--- src/rtl/mem_access_unit.sv ---
// MEM stage data-bus access unit: aligns, issues and completes loads/stores,
// stalling the pipeline while the bus transaction is outstanding.
`timescale 1ns/1ps
module mem_access_unit #(
  parameter int TIMEOUT = 16
) (
  input  logic        clk,
  input  logic        rst,
  input  logic        valid_in,
  input  logic        regwrite_in,
  input  logic        memtoreg_in,
  input  logic        memread,
  input  logic        memwrite,
  input  logic [1:0]  memsize,
  input  logic        memsigned,
  input  logic [31:0] aluout_in,
  input  logic [31:0] writedata_in,
  input  logic [4:0]  regaddr_in,
  output logic        regwrite_mem,
  output logic        memtoreg_mem,
  output logic [31:0] aluout_mem,
  output logic [31:0] readdata_mem,
  output logic [4:0]  regaddr_mem,
  output logic        stall_mem,
  output logic        misalign_mem,
  output logic        buserr_mem,
  output logic        dmem_req,
  output logic        dmem_we,
  output logic [31:0] dmem_addr,
  output logic [31:0] dmem_wdata,
  output logic [3:0]  dmem_be,
  input  logic [31:0] dmem_rdata,
  input  logic        dmem_ack
);

  localparam int CW = $clog2(TIMEOUT + 1);

  typedef enum logic [1:0] {IDLE, BUSY, DONE} state_e;

  state_e          state_q, state_d;
  logic            req_q, req_d;
  logic            we_q, we_d;
  logic [31:0]     addr_q, addr_d;
  logic [3:0]      be_q, be_d;
  logic [31:0]     wdata_q, wdata_d;
  logic [31:0]     rdata_q, rdata_d;
  logic [CW-1:0]   cnt_q, cnt_d;
  logic            berr_q, berr_d;
  logic [1:0]      lane_q, lane_d;
  logic [1:0]      size_q, size_d;
  logic            sgn_q, sgn_d;
  logic            load_q, load_d;

  logic            aligned;
  logic            access;
  logic [3:0]      be_new;
  logic [31:0]     wdata_new;
  logic [31:0]     sh;
  logic [31:0]     fmt;

  always_comb begin
    aligned   = 1'b1;
    be_new    = 4'b1111;
    wdata_new = writedata_in;
    case (memsize)
      2'b00: begin
        aligned   = 1'b1;
        be_new    = 4'b0001 << aluout_in[1:0];
        wdata_new = {4{writedata_in[7:0]}};
      end
      2'b01: begin
        aligned   = ~aluout_in[0];
        be_new    = aluout_in[1] ? 4'b1100 : 4'b0011;
        wdata_new = {2{writedata_in[15:0]}};
      end
      default: begin
        aligned   = (aluout_in[1:0] == 2'b00);
        be_new    = 4'b1111;
        wdata_new = writedata_in;
      end
    endcase
  end

  assign access       = valid_in & (memread | memwrite) & aligned;
  assign misalign_mem = valid_in & (memread | memwrite) & ~aligned;

  // Lane extraction uses the size/lane captured at issue, not live inputs.
  always_comb begin
    sh  = dmem_rdata >> {lane_q, 3'b000};
    fmt = dmem_rdata;
    case (size_q)
      2'b00: fmt = sgn_q ? {{24{sh[7]}}, sh[7:0]}
                         : {24'h0, sh[7:0]};
      2'b01: fmt = sgn_q ? {{16{sh[15]}}, sh[15:0]}
                         : {16'h0, sh[15:0]};
      default: fmt = dmem_rdata;
    endcase
  end

  always_comb begin
    state_d   = state_q;
    req_d     = req_q;
    we_d      = we_q;
    addr_d    = addr_q;
    be_d      = be_q;
    wdata_d   = wdata_q;
    rdata_d   = rdata_q;
    cnt_d     = cnt_q;
    berr_d    = berr_q;
    lane_d    = lane_q;
    size_d    = size_q;
    sgn_d     = sgn_q;
    load_d    = load_q;
    stall_mem = 1'b0;
    case (state_q)
      IDLE: begin
        if (access) begin
          stall_mem = 1'b1;
          req_d     = 1'b1;
          we_d      = memwrite;
          addr_d    = {aluout_in[31:2], 2'b00};
          be_d      = be_new;
          wdata_d   = wdata_new;
          cnt_d     = '0;
          lane_d    = aluout_in[1:0];
          size_d    = memsize;
          sgn_d     = memsigned;
          load_d    = memread & ~memwrite;
          state_d   = BUSY;
        end
      end
      BUSY: begin
        stall_mem = 1'b1;
        if (dmem_ack) begin
          req_d   = 1'b0;
          state_d = DONE;
          if (load_q) rdata_d = fmt;
        end else if (cnt_q == CW'(TIMEOUT - 1)) begin
          req_d   = 1'b0;
          berr_d  = 1'b1;
          state_d = DONE;
        end else begin
          cnt_d = cnt_q + 1'b1;
        end
      end
      DONE: begin
        berr_d  = 1'b0;
        state_d = IDLE;
      end
      default: state_d = IDLE;
    endcase
  end

  always_ff @(posedge clk) begin
    if (!rst) begin
      state_q <= IDLE;
      req_q   <= 1'b0;
      we_q    <= 1'b0;
      addr_q  <= '0;
      be_q    <= '0;
      wdata_q <= '0;
      rdata_q <= '0;
      cnt_q   <= '0;
      berr_q  <= 1'b0;
      lane_q  <= '0;
      size_q  <= '0;
      sgn_q   <= 1'b0;
      load_q  <= 1'b0;
    end else begin
      state_q <= state_d;
      req_q   <= req_d;
      we_q    <= we_d;
      addr_q  <= addr_d;
      be_q    <= be_d;
      wdata_q <= wdata_d;
      rdata_q <= rdata_d;
      cnt_q   <= cnt_d;
      berr_q  <= berr_d;
      lane_q  <= lane_d;
      size_q  <= size_d;
      sgn_q   <= sgn_d;
      load_q  <= load_d;
    end
  end

  assign dmem_req     = req_q;
  assign dmem_we      = we_q;
  assign dmem_addr    = addr_q;
  assign dmem_be      = be_q;
  assign dmem_wdata   = wdata_q;
  assign readdata_mem = rdata_q;
  assign buserr_mem   = berr_q;

  assign regwrite_mem = regwrite_in & valid_in & ~stall_mem
                      & ~misalign_mem & ~buserr_mem;
  assign memtoreg_mem = memtoreg_in;
  assign aluout_mem   = aluout_in;
  assign regaddr_mem  = regaddr_in;

endmodule

--- config.mk ---
export PLATFORM = sky130hd
export DESIGN_NAME = mem_access_unit
export DESIGN_NICKNAME = d
export VERILOG_FILES = /design/src/rtl/mem_access_unit.sv
export SDC_FILE = /design/constraint.sdc
export NUM_CORES = 1
export LEC_CHECK = 0
export BUFFER_PORTS_ARGS = -buffer_cell sky130_fd_sc_hd__buf_2
export CAP_MARGIN = 20
export CORE_MARGIN = 1
export CORE_UTILIZATION = 41
export CTS_CLUSTER_DIAMETER = 80
export DETAILED_ROUTE_END_ITERATION = 7
export PLACE_DENSITY = 0.8
export SYNTH_ARGS = -nofsm -noshare
export SYNTH_HDL_FRONTEND = slang
export SYNTH_SLANG_ARGS = --single-unit
--- constraint.sdc ---
create_clock -name clk -period 2.6 [get_ports clk]
set_input_delay 0.52 -clock clk [delete_from_list [all_inputs] [get_ports clk]]
set_output_delay 0.52 -clock clk [all_outputs]
set_load 0.05 [all_outputs]
* Word-level counts from Yosys, hierarchy flattened
Index checks and enable logic that the tools add are counted.
Word-level totals: word-level logic and storage cells 77, bits of input ports 112, bits in registers 114, output and inout port bits 144
Operators by class: bitwise logic cells 15, reduce and logical (&&, ||, !) cells 12, multiplexer cells 24, add/subtract/negate cells 1, shifts and indexed selects 2, eq/ne operators 10
Operators with widths (number):
- 32-bit one-hot mux with 2 select lines | 2
- 32-bit two-way mux | 2
- 32-bit by 5-bit right shift with 16-bit output | 1
- 5-bit two-way mux | 3
- 5-bit one-hot mux with 2 select lines | 1
- 3-bit AND reduction | 3
- 1-bit bitwise AND | 8
- 2-bit logical NOT | 4
- 2-bit != test (second input constant) | 4
- 1-bit one-hot mux with 2 select lines | 4
- 4-bit one-hot mux with 2 select lines | 1
- 2-bit by 1-bit equality test with 1-bit output (second input constant) | 3
- 1-bit two-way mux | 6
- 2-bit two-way mux | 3
- 1-bit NOT | 6
- 5-bit by 1-bit adder with 5-bit output (second input constant) | 1
- 5-bit by 4-bit equality test with 1-bit output (second input constant) | 1
- 4-bit two-way mux | 1
- 2-bit one-hot mux with 2 select lines | 1
- 2-bit AND reduction | 2
- 4-bit AND reduction | 1
- 2-bit nonzero test | 2
- 1-bit by 2-bit left shift with 4-bit output (first input constant) | 1
- 3-bit != test (second input constant) | 1
- other kinds (2) | 2

* Logic depth before layout (Yosys ltp)
Gate-level depths: netlist of the first run.
word-level depth 9, depth in mapped cells 7, gate-level depth less buffers 7

* Worst setup path after synthesis of the first run
Ideal clock, no wire load.
kind input-to-output, from input memwrite, to output regwrite_mem, arrival 2828 ps, buffers on the path 0, slack -748 ps, data required time 2080 ps, stages 4, cells stage by stage o21ai_1 nand4b_1 nand2b_1 nor4_1
Between the ends: longest elaborated chain between the ends 9, elaborated cells between the ends (all ways) 11, those cells by class mux: 2; bitwise: 9
Ends and longest elaborated chain:
- start, declared | line 13 | input logic memwrite,
- 1-bit bitwise OR | line 84 | assign access = valid_in & (memread | memwrite) & aligned;
- 1-bit bitwise AND (2 in series) | line 84
- 1-bit two-way mux | line 117 | if (access) begin
- 1-bit one-hot mux with 2 select lines | line 115 | case (state_q)
- named net stall_mem | line 24 | output logic stall_mem,
- 1-bit NOT | line 194 | assign regwrite_mem = regwrite_in & valid_in & ~stall_mem
- 1-bit bitwise AND | line 194
- 1-bit bitwise AND (2 in series) | line 195 | & ~misalign_mem & ~buserr_mem;
- end, declared | line 19 | output logic regwrite_mem,
The timed path passes the listed nets, and every way through them passes these cells.

* Final worst setup path of the first run
from register state_q[1], to output regwrite_mem
Between the ends: longest elaborated chain between the ends 6, elaborated cells between the ends (all ways) 7, those cells by class eq/ne: 1; mux: 1; bitwise: 4; reduce/logical: 1
Ends and longest elaborated chain:
- start, declared | line 40 | state_e state_q, state_d;
- start signal, assigned | line 170 | state_q <= state_d;
- 2-bit by 1-bit equality test with 1-bit output or 2-bit logical NOT (tied branches) | line 115
- 1-bit one-hot mux with 2 select lines * | line 115
- 1-bit NOT * | line 194
- 1-bit bitwise AND * | line 194
- 1-bit bitwise AND * (2 in series) | line 195
Every way passes the cells marked *; elsewhere a longest branch is shown, timed or not.

==> metrics, run 1 <==
Synth Cell Area 5500 um^2; root buffer cell clkbuf_16; number of flops mapped to enable cells by yosys 0; Clock Skews 0.00596 ns; critical path type reg -> out; width of the chip 118 um; Slew Viols, Final 0; period utilisation layout 86.1%; CTS HTree Levels 4; WL/cell 14.8 um; initial detailed-routing violation count 509; std cell rows 41; grt total ovfl 0; first-pass GRT wire length 24.3 mm; Vias 5357; total power 5.13 mW; FMAX 446 MHz; Min-Delay Path Class in -> reg; commonest non-fill, non-tap cell in the layout buf_2; CTS tree done; DP HPWL 10.7 mm; synthesized flop and latch total 114; TritonCTS Sinks 114; DRT Pass-1 Iters 5; crit start category register; worst path required time 2.08 ns; area post-placement 6490 um^2; vias in the first global route 4994; clock share of power 46.8%; Post-CTS Setup Bufs 0; Clk Latency, worst-skew pair 0.41 ns; Max clock buf depth 2; die area 13900 um^2; register area share after synthesis 41.5%; Post-Syn Instances 665; status complete, no violations; final wirelength 15.3 mm; part of the power in registers 36.1%; Remaining DRCs 0; CTS clk-pin slew, worst paths 0.05 ns; GRT Overall Usage 22.1%; worst IR drop on VDD 0.575 mV; Pint 3.68 mW; Synth Warn # 0; Net Sw Power 1.45 mW; crit path DAT 1.72 ns; unrepaired setup endpoints after global routing false; post-DR vias/cell 5.18; Pwr per Cell Area 722 nW/um^2; Sequential Area 2280 um^2; PortBufs 241; Logic pwr share 17.1%; final period demand of the worst path 2.24 ns; commonest non-fill, non-tap cells in the layout buf_2 (241), nand2_1 (134), dfxtp_1 (114), a21oi_1 (73), nor2_1 (49); Post-synth top flop dfxtp_1; CTS buffer count 17; Syn Area/Cell 8.27 um^2; # hold bufs at CTS 0; multi-input logic area 2630 um^2; RePlAce Congestion 0.880; Filler cells 1183; ANT nets after route 0; CP endpoint kind primary output; P&R area growth vs syn 29.1%; Net Sw Frac 28.2%; largest net degree at the start of global routing 58; Netlist cell types 48; maxcap violations 0; Synth async-reset ratio 0%; Final TNS setup 0 ns; post-cts sizing count 0; leakage power total 3.22 nW; Slew HR 59.2%; core area 12800 um^2; initial cell density of the core 42.9%; die height 118 um; fin area 7100 um^2; Worst Tran Pin Value 0.609 ns; initial antenna violation count 2; share of layout cells above drive strength 1 36.7%; endpoints failing setup 0; Hold Vio Cnt, Final 0; final-stage net count 961; CP max FO 6; I/O pins 256
[layout make-up]
cell class	count	share of cell area [%]
multi-input combinational	455	37.0
sequential	114	32.1
timing repair buffer	254	18.9
clock buffer	21	6.34
tap	172	3.03
clock inverter	11	2.25
inverter	5	0.282
antenna	2	0.0705
[power by group through the flow]
stage	sequential [mW]	combinational [mW]	clock, mW
6_report	1.85	0.876	2.40
3_3_place_gp	1.88	0.869	0
2_1_floorplan	2.09	0.476	0
5_1_grt	1.86	0.935	2.53
4_1_cts	1.85	0.878	2.45
3_5_place_dp	1.88	0.877	0
[cell usage after synthesis, drive strengths merged, types with 2 or more instances]
| cell type | count | area share (%) |
|---|---|---|
| a22oi | 2 | 0.36 |
| a31oi | 16 | 1.8 |
| mux2 | 7 | 1.4 |
| xor2 | 2 | 0.32 |
| nor2b | 20 | 2.3 |
| nand3b | 2 | 0.27 |
| a311oi | 8 | 1.3 |
| mux2i | 30 | 5.5 |
| or2 | 7 | 0.80 |
| buf | 72 | 9.4 |
| ha | 2 | 0.45 |
| nor3 | 5 | 0.45 |
| clkbuf | 20 | 1.4 |
| and4b | 3 | 0.61 |
| a211oi | 10 | 1.9 |
| nor3b | 2 | 0.27 |
| o21ai | 45 | 4.8 |
| nand2b | 4 | 0.45 |
| a2bb2oi | 7 | 1.1 |
| a221oi | 7 | 1.1 |
| dfxtp | 114 | 41 |
| a21oi | 73 | 6.6 |
| o32ai | 7 | 1.1 |
| nor2 | 49 | 3.3 |
| nand2 | 135 | 9.3 |
| inv | 4 | 0.27 |
[worst max-delay path: stages, from the launching register on]
cell and delay (ns):
dfxtp_1 0.43, nor2b_1 0.12, nand2b_1 0.20, nor4_4 0.26, buf_2 0.30
[final timing paths]
check | start | end | slack (ns) | cells past startpoint
setup reg to reg | lane_q[0] | readdata_mem[16] | 0.74 | 5
hold reg to reg | dmem_addr[20] | dmem_addr[20] | 0.45 | 2
setup / recovery | state_q[1] | regwrite_mem | 0.36 | 4
hold / removal | memsigned | sgn_q | 0.35 | 3
[stage by stage]
stage               setup WS [ns]  util (%)  std cells  hold slack (ns)
detailed placement          0.405      50.6       1000            0.443
finish                      0.360      55.4       1034            0.352
global route                0.294      55.4       1034            0.338
global placement            0.430      50.6       1000            0.439
CTS                         0.355      55.3       1032            0.334
floorplan                   0.108         -        666            0.428
[routing by layer]
metal / track usage (%) / wire, um
met1: 25.2 / 6290
met3: 6.59 / 1190
met4: 10.5 / 442
met5: 0 / 0
met2: 37.7 / 7420
[state kept, by name (all words and copies together) (netlist names)]
name and cells:
state_q 2, load_q 1, size_q 2, sgn_q 1
cnt_q 5, lane_q 2, readdata_mem 32, dmem_be 4
dmem_we 1, buserr_mem 1, dmem_req 1, dmem_wdata 32
dmem_addr 30
[cells by family (layout without fill, tap and decap cells)]
group / count (synthesis) / after routing / synth area share [%]
and+or+nand+nor: 233 / 233 / 18.6
other: 1 / 4 / 0.0682
muxes: 37 / 37 / 6.89
AOI/OAI and AO/OA: 178 / 178 / 20.9
xor gates and xnor gates: 3 / 3 / 0.478
buffers and inverters: 97 / 291 / 11.1
DFF: 114 / 114 / 41.5
adders and majority gates: 2 / 2 / 0.455
(Power assumes the default switching activity.)
==> run 2: changes to the inputs <==
--- a/config.mk
+++ b/config.mk
@@ -5,13 +5,14 @@
 export SDC_FILE = /design/constraint.sdc
 export NUM_CORES = 1
 export LEC_CHECK = 0
+export ABC_AREA = 1
 export BUFFER_PORTS_ARGS = -buffer_cell sky130_fd_sc_hd__buf_2
 export CAP_MARGIN = 20
 export CORE_MARGIN = 1
 export CORE_UTILIZATION = 41
 export CTS_CLUSTER_DIAMETER = 80
 export DETAILED_ROUTE_END_ITERATION = 7
-export PLACE_DENSITY = 0.8
+export PLACE_DENSITY = 0.79
 export SYNTH_ARGS = -nofsm -noshare
 export SYNTH_HDL_FRONTEND = slang
 export SYNTH_SLANG_ARGS = --single-unit
==> metrics, run 2 <==
status complete, no violations; Clock Skews 0.0107 ns; unrepaired setup endpoints after global routing false; Hold Vio Cnt, Final 0; WL/cell 13.6 um; crit start category input pin; Ant. Diodes 0; CTS buffer count 17; leakage power total 3.70 nW; std cell rows 42; Synth async-reset ratio 0%; Synth top cells by count nand2_1 (209), nor2_1 (128), dfxtp_1 (114); CP endpoint kind primary output; synthesized flop and latch total 114; first-pass GRT wire length 26.2 mm; Min-Delay Path Class in -> reg; # hold bufs at CTS 0; Synth top area share 40.9%; PortBufs 241; width of the chip 119 um; Post-CTS Setup Bufs 0; post-cts sizing count 0; vias in the first global route 5299; R2R depth 8; commonest non-fill, non-tap cell in the layout buf_2; Synth Cell Area 5580 um^2; Crit path max-delay family buffers and inverters; critical path type in -> out; I/O pins 256; top-count cell post-synth nand2_1; CTS clk-pin slew, worst paths 0.05 ns; grt total ovfl 0; worst path required time 2.08 ns; initial antenna violation count 0; FMAX 469 MHz; register area share after synthesis 40.9%; Pwr per Cell Area 736 nW/um^2; ANT nets after route 0; CTS HTree Levels 4; Max clock buf depth 2; Synth Warn # 0; initial cell density of the core 42.1%; Post-Syn Instances 836; post-DR vias/cell 4.89; commonest non-fill, non-tap cells in the layout buf_2 (241), nand2_1 (208), nor2_1 (128), dfxtp_1 (114), o21ai_0 (84); maxcap violations 0; endpoints failing setup 0; critical path depth 8; number of flops mapped to enable cells by yosys 0; final-stage net count 1135; Crit-path slowest cell buf_2; final period demand of the worst path 2.13 ns; Remaining DRCs 0; largest net degree at the start of global routing 58; Synth area leaders dfxtp_1 (41%), nand2_1 (14%), nor2_1 (8.6%), o21ai_0 (7.5%), a21oi_1 (7.1%); die area 14100 um^2; Crit path buffers/inverters 2; Netlist cell types 27; DP HPWL 11.6 mm; Slew Viols, Final 0; worst setup path end regwrite_mem; Vias 5921; post-layout util 54.3%; period utilisation layout 82.1%; FF-to-FF End readdata_mem[16]; Clk Latency, worst-skew pair 0.41 ns; initial detailed-routing violation count 398; die height 119 um; CP max FO 21; Final TNS setup 0 ns; root buffer cell clkbuf_16; RePlAce Congestion 0.884; area leader, netlist dfxtp_1; worst IR drop on VDD 0.440 mV; GRT Overall Usage 23.5%; P&R area growth vs syn 28.9%; Worst Tran Pin Value 0.639 ns; Post-synth top flop dfxtp_1; core area 13200 um^2; critical path, cell by cell buf_2, nand2_1, nand2_1, o21ai_1, nand2_2, nand2_2, nor3_2, buf_2; setup slack, reg-to-reg 0.74 ns; final wirelength 16.4 mm; share of layout cells above drive strength 1 28.9%; worst r2r src lane_q[1]; Slew HR 57.4%; CP max stage delay 0.29 ns; Syn Area/Cell 6.67 um^2; TritonCTS Sinks 114; crit path DAT 1.61 ns; worst setup path startpoint memsize[1]; CTS tree done; DRT Pass-1 Iters 5
run 2: changes by cell type in the layout (fill, tap and decap cells not counted), moves of 8 or more:
cell      delta
a311oi_1     -8
o211ai_1     +9
a31oi_1     -16
nor2b_1     -20
o21ai_0     +54
o21ai_2     -10
nand2_1     +74
nand3_1     +42
nor2_1      +79
mux2i_1     -30
inv_1       +54
run 2: area by class of cell:
| class | count | area [um^2] |
|---|---|---|
| Clock inverter | 10 | 130 |
| Sequential cell | 114 | 2280 |
| Timing Repair Buffer | 254 | 1330 |
| Tap cell | 176 | 220 |
| Clock buffer | 22 | 484 |
| Inverter | 63 | 238 |
| Fill cell | 1308 | 6060 |
| Multi-Input combinational cell | 571 | 2500 |
run 2: cells by family after synthesis:
family,count (synthesis),share of synthesized area [%]
buf+inv,152,14.4
xor+xnor,1,0.157
fa+ha+maj,2,0.449
other cells,1,0.0672
simple gates,391,27.9
flops,114,40.9
compound gates,175,16.1
run 2: how the worst min path moves through the flow:
stage,slack [ns],startpoint,end,cells past startpoint
CTS,0.36,aluout_in[3],dmem_addr[3],3
global placement,0.45,dmem_be[3],dmem_be[3],2
floorplan,0.44,load_q,load_q,2
global route,0.38,aluout_in[27],dmem_addr[27],3
finish,0.37,aluout_in[12],dmem_addr[12],3
detailed placement,0.45,dmem_wdata[2],dmem_wdata[2],2
run 2: report_power, final:
group	total, mW	internal [mW]	switching, mW
logic	0.997	0.256	0.741
registers	1.88	1.83	0.0440
clock network	2.42	1.60	0.816
total	5.29	3.69	1.60
run 2: worst register-to-register path: cells and delay by family (launching register included):
kind	cells	cell delay [ns]
DFF	1	0.58
buffers and inverters	2	0.18
and+or+nand+nor	6	1.06
run 2: per-stage QoR:
| stage | cells | area [um^2] | setup slack (ns) | power, mW | hold WS (ns) |
|---|---|---|---|---|---|
| after floorplan | 837 | 5590 | 0.105 | 2.68 | 0.444 |
| after global placement | 1178 | 6570 | 0.474 | 2.89 | 0.449 |
| after detailed placement | 1178 | 6570 | 0.474 | 2.90 | 0.452 |
| after CTS | 1210 | 7190 | 0.465 | 5.32 | 0.359 |
| after global routing | 1210 | 7190 | 0.279 | 5.51 | 0.376 |
| final | 1210 | 7190 | 0.466 | 5.29 | 0.372 |
run 2: routing by layer:
metal  global-route usage (%)  vias to the layer above  share of wire [%]
met5                        0                        -                  0
met4                     8.78                        0                2.5
met3                     7.53                       40                7.9
met2                     37.5                      259                 46
met1                     29.3                     2632                 44
li1                         -                     2990                  -
